**src/rtl/timer_down.sv**
```systemverilog
// mm:ss countdown timer with IDLE/RUN/PAUSE/ALARM control.
// The digits, FSM state and status flags all update together on the clock edge.
module timer_down #(
    parameter int ALARM_SEC = 10
) (
    input  logic       clk,
    input  logic       rst,
    input  logic       en1hz,
    input  logic       clr,
    input  logic       start_stop,
    input  logic       minup,
    input  logic       secup,
    output logic [2:0] min_tens,
    output logic [3:0] min_ones,
    output logic [2:0] sec_tens,
    output logic [3:0] sec_ones,
    output logic       running,
    output logic       alarm,
    output logic [1:0] dbg_state
);
    typedef enum logic [1:0] {S_IDLE = 2'd0, S_RUN = 2'd1, S_PAUSE = 2'd2, S_ALARM = 2'd3} state_t;

    localparam logic [7:0] ALARM_LAST = 8'(ALARM_SEC - 1);

    state_t     r_state, w_state_next;
    logic [2:0] r_mt, r_st, w_mt_next, w_st_next, w_mt_inc, w_st_inc, w_mt_dec, w_st_dec;
    logic [3:0] r_mo, r_so, w_mo_next, w_so_next, w_mo_inc, w_so_inc, w_mo_dec, w_so_dec;
    logic [7:0] r_cnt, w_cnt_next;
    logic       r_running, r_alarm, w_running_next, w_alarm_next;
    logic       w_zero, w_one;

    assign w_zero = (r_mt == 3'd0) && (r_mo == 4'd0) && (r_st == 3'd0) && (r_so == 4'd0);
    assign w_one  = (r_mt == 3'd0) && (r_mo == 4'd0) && (r_st == 3'd0) && (r_so == 4'd1);

    // BCD +1 with 59 -> 00 wrap for each field independently.
    always_comb begin
        w_so_inc = (r_so == 4'd9) ? 4'd0 : r_so + 4'd1;
        w_st_inc = (r_so != 4'd9) ? r_st : ((r_st == 3'd5) ? 3'd0 : r_st + 3'd1);
        w_mo_inc = (r_mo == 4'd9) ? 4'd0 : r_mo + 4'd1;
        w_mt_inc = (r_mo != 4'd9) ? r_mt : ((r_mt == 3'd5) ? 3'd0 : r_mt + 3'd1);
    end

    // BCD -1 with borrow from seconds into minutes; never applied at 00:00.
    always_comb begin
        w_so_dec = r_so;
        w_st_dec = r_st;
        w_mo_dec = r_mo;
        w_mt_dec = r_mt;
        if (r_so != 4'd0) begin
            w_so_dec = r_so - 4'd1;
        end else if (r_st != 3'd0) begin
            w_st_dec = r_st - 3'd1;
            w_so_dec = 4'd9;
        end else begin
            w_st_dec = 3'd5;
            w_so_dec = 4'd9;
            if (r_mo != 4'd0) begin
                w_mo_dec = r_mo - 4'd1;
            end else if (r_mt != 3'd0) begin
                w_mt_dec = r_mt - 3'd1;
                w_mo_dec = 4'd9;
            end
        end
    end

    always_ff @(posedge clk or posedge rst) begin
        if (rst) begin
            r_state   <= S_IDLE;
            r_mt      <= 3'd0;
            r_mo      <= 4'd0;
            r_st      <= 3'd0;
            r_so      <= 4'd0;
            r_cnt     <= 8'd0;
            r_running <= 1'b0;
            r_alarm   <= 1'b0;
        end else begin
            r_state   <= w_state_next;
            r_mt      <= w_mt_next;
            r_mo      <= w_mo_next;
            r_st      <= w_st_next;
            r_so      <= w_so_next;
            r_cnt     <= w_cnt_next;
            r_running <= w_running_next;
            r_alarm   <= w_alarm_next;
        end
    end

    // Priority: clr > start_stop > en1hz > minup/secup.
    always_comb begin
        w_state_next = r_state;
        w_mt_next    = r_mt;
        w_mo_next    = r_mo;
        w_st_next    = r_st;
        w_so_next    = r_so;
        w_cnt_next   = r_cnt;
        if (clr) begin
            w_state_next = S_IDLE;
            w_mt_next    = 3'd0;
            w_mo_next    = 4'd0;
            w_st_next    = 3'd0;
            w_so_next    = 4'd0;
            w_cnt_next   = 8'd0;
        end else begin
            case (r_state)
                S_IDLE: begin
                    if (start_stop && !w_zero) begin
                        w_state_next = S_RUN;
                    end else begin
                        if (secup) begin
                            w_st_next = w_st_inc;
                            w_so_next = w_so_inc;
                        end
                        if (minup) begin
                            w_mt_next = w_mt_inc;
                            w_mo_next = w_mo_inc;
                        end
                    end
                end
                S_RUN: begin
                    if (start_stop) begin
                        w_state_next = S_PAUSE;
                    end else if (en1hz) begin
                        w_mt_next = w_mt_dec;
                        w_mo_next = w_mo_dec;
                        w_st_next = w_st_dec;
                        w_so_next = w_so_dec;
                        if (w_one) begin
                            w_state_next = S_ALARM;
                            w_cnt_next   = 8'd0;
                        end
                    end
                end
                S_PAUSE: begin
                    if (start_stop) begin
                        w_state_next = S_RUN;
                    end
                end
                S_ALARM: begin
                    if (start_stop) begin
                        w_state_next = S_IDLE;
                        w_cnt_next   = 8'd0;
                    end else if (en1hz) begin
                        if (r_cnt == ALARM_LAST) begin
                            w_state_next = S_IDLE;
                            w_cnt_next   = 8'd0;
                        end else begin
                            w_cnt_next = r_cnt + 8'd1;
                        end
                    end
                end
                default: w_state_next = S_IDLE;
            endcase
        end
    end

    always_comb begin
        w_running_next = (w_state_next == S_RUN);
        w_alarm_next   = (w_state_next == S_ALARM);
    end

    assign min_tens  = r_mt;
    assign min_ones  = r_mo;
    assign sec_tens  = r_st;
    assign sec_ones  = r_so;
    assign running   = r_running;
    assign alarm     = r_alarm;
    assign dbg_state = r_state;
endmodule

```
**config.mk**
```make
export PLATFORM = sky130hd
export DESIGN_NAME = timer_down
export DESIGN_NICKNAME = d
export VERILOG_FILES = /design/src/rtl/timer_down.sv
export SDC_FILE = /design/constraint.sdc
export NUM_CORES = 1
export LEC_CHECK = 0
export CAP_MARGIN = 10
export CORE_MARGIN = 2
export CORE_UTILIZATION = 50
export DETAILED_ROUTE_END_ITERATION = 16
export GPL_ROUTABILITY_DRIVEN = 1
export PLACE_DENSITY = 0.84
export SLEW_MARGIN = 20
export SYNTH_ARGS = -nofsm -noshare
export SYNTH_HDL_FRONTEND = slang
export SYNTH_SLANG_ARGS = --single-unit
```
**constraint.sdc**
```tcl
create_clock -name clk -period 1.83 [get_ports clk]
set_input_delay 0.4575 -clock clk [delete_from_list [all_inputs] [get_ports clk]]
set_output_delay 0.4575 -clock clk [all_outputs]
set_load 0.1 [all_outputs]
```
# ---- After elaboration in Yosys (flattened, before gate mapping)
# Cells that the tools add are included.
dict set report totals {
  out_inout_bits 18
  input_bits 7
  ff_bits 26
  wordCells 125
}
dict set report classes {
  addsub 9
  n_eq_ne 27
  muxes 59
  n_reduce_logical 22
}
# cell n
set ops {}
lappend ops {{$mux 4} 17}
lappend ops {{$mux 3} 20}
lappend ops {{$mux 8} 7}
lappend ops {{$ne 3x3->1 const B} 12}
lappend ops {{$mux 2} 9}
lappend ops {{$ne 4x4->1 const B} 4}
lappend ops {{$pmux 4 s2} 2}
lappend ops {{$pmux 8 s2} 1}
lappend ops {{$pmux 3 s2} 2}
lappend ops {{$reduce_bool 3->1} 4}
lappend ops {{$reduce_and 10->1} 1}
lappend ops {{$reduce_and 5->1} 2}
lappend ops {{$add 4x1->4 const B} 2}
lappend ops {{$add 8x1->8 const B} 1}
lappend ops {{$eq 4x4->1 const B} 2}
lappend ops {{$eq 8x4->1 const B} 1}
lappend ops {{$logic_not 4->1} 2}
lappend ops {{$pmux 2 s4} 1}
lappend ops {{$reduce_and 8->1} 1}
lappend ops {{$reduce_bool 4->1} 2}
lappend ops {{$sub 4x1->4 const B} 2}
lappend ops {{$reduce_and 7->1} 1}
lappend ops {{$add 3x1->3 const B} 2}
lappend ops {{$eq 2x2->1 const B} 3}
lappend ops {{other kinds (8)} 16}

# ---- Logic depth before layout (Yosys ltp)
dict set report depth {
  ltp_word 10
  depth_mapped 8
}

# ---- Worst setup path before layout
# No wires, ideal clock.
dict set report synth_timing {
  path_kind {register to register}
  start {reg r_mt[0] (netlist: min_tens[0])}
  end {reg r_st[2] (netlist: sec_tens[2])}
  stages_incl_launch_ff 8
  arrival_time_ns 2.418
  slack_ns -0.714
  path_buffers 0
  setup_ns 0.126
  path_cell_list {dfrtp_1 > inv_1 > ha_1 > nor2b_1 > nand4_2 > nand3_1 > a31o_2 > a221o_1}
}
dict set report synth_via {
  elab_chain_len 8
}
# item line
set synth_lines {}
lappend synth_lines {{from (decl)} 26} ;# logic [2:0] r_mt, r_st, w_mt_next, w_st_next, w_mt_inc, w_st_inc, w_mt_dec, w_st_dec;
lappend synth_lines {{from (signal assigned)} 78} ;# r_mt <= w_mt_next;
lappend synth_lines {{$logic_not 3->1} 32} ;# assign w_zero = (r_mt == 3'd0) && (r_mo == 4'd0) && (r_st == 3'd0) && (r_so == 4'd0);
lappend synth_lines {{$logic_and 1x1->1 (3 in series)} 32}
lappend synth_lines {{$logic_not 1->1} 106} ;# if (start_stop && !w_zero) begin
lappend synth_lines {{$logic_and 1x1->1} 106}
lappend synth_lines {{$ne 3x3->1 (no source line)} -}
lappend synth_lines {{$reduce_and 7->1 (no source line)} -}
lappend synth_lines {{to (signal assigned)} 80} ;# r_st <= w_st_next;
lappend synth_lines {{to (decl)} 26}
# Every way passes these cells.
# A chain may end at the register's enable or synchronous reset.

# ---- Final worst setup path
dict set report layout_timing {
  start {reg r_mo[3] (netlist: min_ones[3])}
  end {reg r_so[1] (netlist: sec_ones[1])}
}
dict set report layout_via {
  elab_chain_len 8
}
# item line
set layout_lines {}
lappend layout_lines {{from (decl)} 27} ;# logic [3:0] r_mo, r_so, w_mo_next, w_so_next, w_mo_inc, w_so_inc, w_mo_dec, w_so_dec;
lappend layout_lines {{from (signal assigned)} 79} ;# r_mo <= w_mo_next;
lappend layout_lines {{$logic_not 4->1} 32}
lappend layout_lines {{$logic_and 1x1->1 (3 in series)} 32}
lappend layout_lines {{$logic_not 1->1} 106}
lappend layout_lines {{$logic_and 1x1->1} 106}
lappend layout_lines {{$ne 3x3->1 (no source line)} -}
lappend layout_lines {{$reduce_and 5->1 (no source line)} -}
lappend layout_lines {{to (signal assigned)} 81} ;# r_so <= w_so_next;
lappend layout_lines {{to (decl)} 27}
# Every way passes these cells.

==> run metrics <==
status complete, but fails checks; failing checks negative setup slack; Seq/Total Area, Yosys 32.1%; fin. max-slew vios 0; Worst setup EP type register; slew at the pin closest to its max-slew limit around 0.4 ns; placed cells 340; max-cap viol count 0; CP Data Required Time 2.05 ns; pre-CTS setup slack -0.429 ns; nets@finish 330; VDD IR-drop max between 1 and 1.5 mV; vias in the first global route 2218; die area 4580 µm²; H-tree depth 1; largest net degree at the start of global routing 27; Pwr Density 1320 nW/µm²; Design Power between 4 and 5 mW; CTS max path bufs 2; Filler cells 183; R2R Path Start min_ones[3]$_DFFE_PP0P_; Finished Layout Cells around 370; Synth cell types 62; area of the multi-input gates 1480 µm²; CTS buffer count 3; CTS sink cnt 26; RePlAce Congestion approximately 0.85; Tcrit/Tclk final 114%; synthesized area ~2000 µm²; EDFF count, synth 0; drt first pass iters 5; height of the die 67.7 µm; Seq pwr share 19.3%; Critical path origin min_ones[3]$_DFFE_PP0P_; vias per cell 6.61; Switch Pwr about 2.1 mW; die width 67.7 µm; post-DP HPWL 4.11 mm; Crit Path Category reg2reg; share of cells above drive strength 1 a little under half; WL per Instance 21.2 µm; Startpoint Class register; Combinational Power Share 69.1%; # diodes 0; CP max FO 4; Worst EP arrival 2.31 ns; first-pass GRT wire length approximately 10 mm; setup repair after global routing missed its margin yes; syn_nets between 200 and 250; core footprint about 3900 µm²; synthesis-stage register bit count 26; area delta synth->final 64.9%; Hold Vio Cnt, Final 0; Pint approximately 2.3 mW; yosys warns 0; Syn Area/Cell between 8 and 9 µm²; leak pwr 1.39 nW; Tmin final 2.09 ns; Routed WL 7.74 mm; class of the worst hold path in2async; Initial DRC Count between 300 and 400; aggregate global-route resource usage 30.3%; port bufs 24; Async SR Flop Fraction 100%; Switching Fraction 47.9%; grt ovf 0; setup ws final -0.256 ns; Clock transition at path regs approximately 0.10 ns; Primary FF master, synth dfrtp_1; final setup violation count 24; Worst slew margin 73.4%; drt drc 0; fmax between 400 and 500 MHz; Ports 25; CTS tree yes; Initial Util 51.4%; initial antenna violation count 0; Root Buffer clkbuf_8; final clock skew 0.00302 ns; Clk pwr share 11.6%; Reg area just under 700 µm²; via count 2411; post-route ant nets 0; Skew-Pair Late Insertion Delay roughly 0.29 ns; Post-Synthesis Cells 235; Site Rows 23
-- kinds of logic (layout without fill, tap and decap cells) --
kind of cell | count (synthesis) | count (layout) | share of synthesized area, %
DFF | 26 | 26 | 32.1
buffers and inverters | 26 | 106 | 5.68
adders and majority gates | 7 | 7 | 4.32
xor gates and xnor gates | 5 | 5 | 2.16
and+or+nand+nor | 87 | 87 | 26.2
muxes | 6 | 6 | 3.27
AOI/OAI and AO/OA | 78 | 78 | 26.2
-- power groups by stage --
stage	Clock, mW	Sequential [mW]	Combinational [mW]
floorplan	0	1.52	0.878
global placement	0	0.837	2.41
detailed placement	0	0.853	2.48
CTS	0.501	0.837	2.75
global route	0.523	0.855	3.17
finish	0.510	0.847	3.04
-- registers in the layout, indices dropped and copies added, names as in the netlist --
signal / flops
dbg_state: 2
sec_ones: 4
min_ones: 4
r_cnt: 8
running: 1
alarm: 1
sec_tens: 3
min_tens: 3
-- synthesized netlist by cell type (4+ instances only) --
cell type / n / share of area (%)
a21oi_1: 15 / 3.7
a31oi_1: 5 / 1.5
and3_1: 4 / 1.2
buf_2: 5 / 1.2
clkbuf_1: 10 / 1.9
dfrtp_1: 26 / 32
ha_1: 7 / 4.3
inv_1: 8 / 1.5
mux2_2: 5 / 2.8
nand2_1: 14 / 2.6
nand2b_1: 5 / 1.5
nand3_1: 9 / 2.2
nand4_1: 4 / 1.2
nor2_1: 17 / 3.1
nor2b_1: 7 / 2.2
o21ai_0: 18 / 4.4
o31ai_1: 5 / 1.9
or4_1: 4 / 1.5
xnor2_1: 5 / 2.2
-- cells in the final DEF, fill, tap and decap left out, types with 8 or more instances in the layout --
master and n:
a21oi_1 12, nor2_1 16, o21ai_0 12, buf_12 19, nand2_1 11, dfrtp_1 11, buf_4 57, nand3_1 8
dfrtp_4 10, buf_6 11
-- cell type report --
cell class	instances	share of cell area, %
Multi-Input combinational cell	183	44.3
Timing Repair Buffer	94	29.9
Sequential cell	26	20.8
Tap cell	50	1.87
Clock buffer	3	1.24
Inverter	8	1.05
Clock inverter	1	0.899
-- critical path: stages (launching register included) --
cell and delay, ns:
dfrtp_4 0.52, nor4_4 0.41, nand4_4 0.17, o221a_4 0.29, or4_4 0.48, a21oi_2 0.14
-- through the flow --
stage	area [µm²]	hold WS, ns	setup TNS [ns]	utilization [%]
6_report	3340	0.519	-3.28	84.8
5_1_grt	3340	0.567	-4.33	84.8
4_1_cts	3150	0.530	-1.97	80.0
3_5_place_dp	2880	0.520	-6.36	73.1
3_3_place_gp	2880	0.507	-5.37	73.1
2_1_floorplan	2110	0.481	-4.58	-
-- path summary, 6_finish.rpt --
| path | end | slack [ns] | depth (start not counted) |
|---|---|---|---|
| worst max-delay path | sec_ones[1]$_DFFE_PP0P_ | -0.26 | 5 |
| worst min-delay path | min_ones[0]$_DFFE_PP0P_ | 0.52 | 3 |
| worst max register to register | sec_ones[1]$_DFFE_PP0P_ | -0.26 | 5 |
| worst min register to register | r_cnt[6]$_DFFE_PP0P_ | 0.56 | 1 |
| max in group asynchronous | sec_ones[3]$_DFFE_PP0P_ | 1.01 | 3 |
| min in group clk | r_cnt[6]$_DFFE_PP0P_ | 0.56 | 1 |
-- routing by layer --
metal	wire length, µm	vias up	global-route usage (%)
met5	0	-	0
met4	363	0	15.8
met3	437	46	3.50
met2	3990	165	52.8
met1	2950	1160	36.4
li1	-	1040	-
-- repair_timing --
item                                   4_1_cts  5_1_grt
setup endpoints to repair                   23       25
pin swaps                                   17       20
setup buffers                               10       13
hold buffers                                 0        0
gates resized for setup                     30       28
endpoints found under the hold margin        0        0
(Power assumes the default switching activity.)
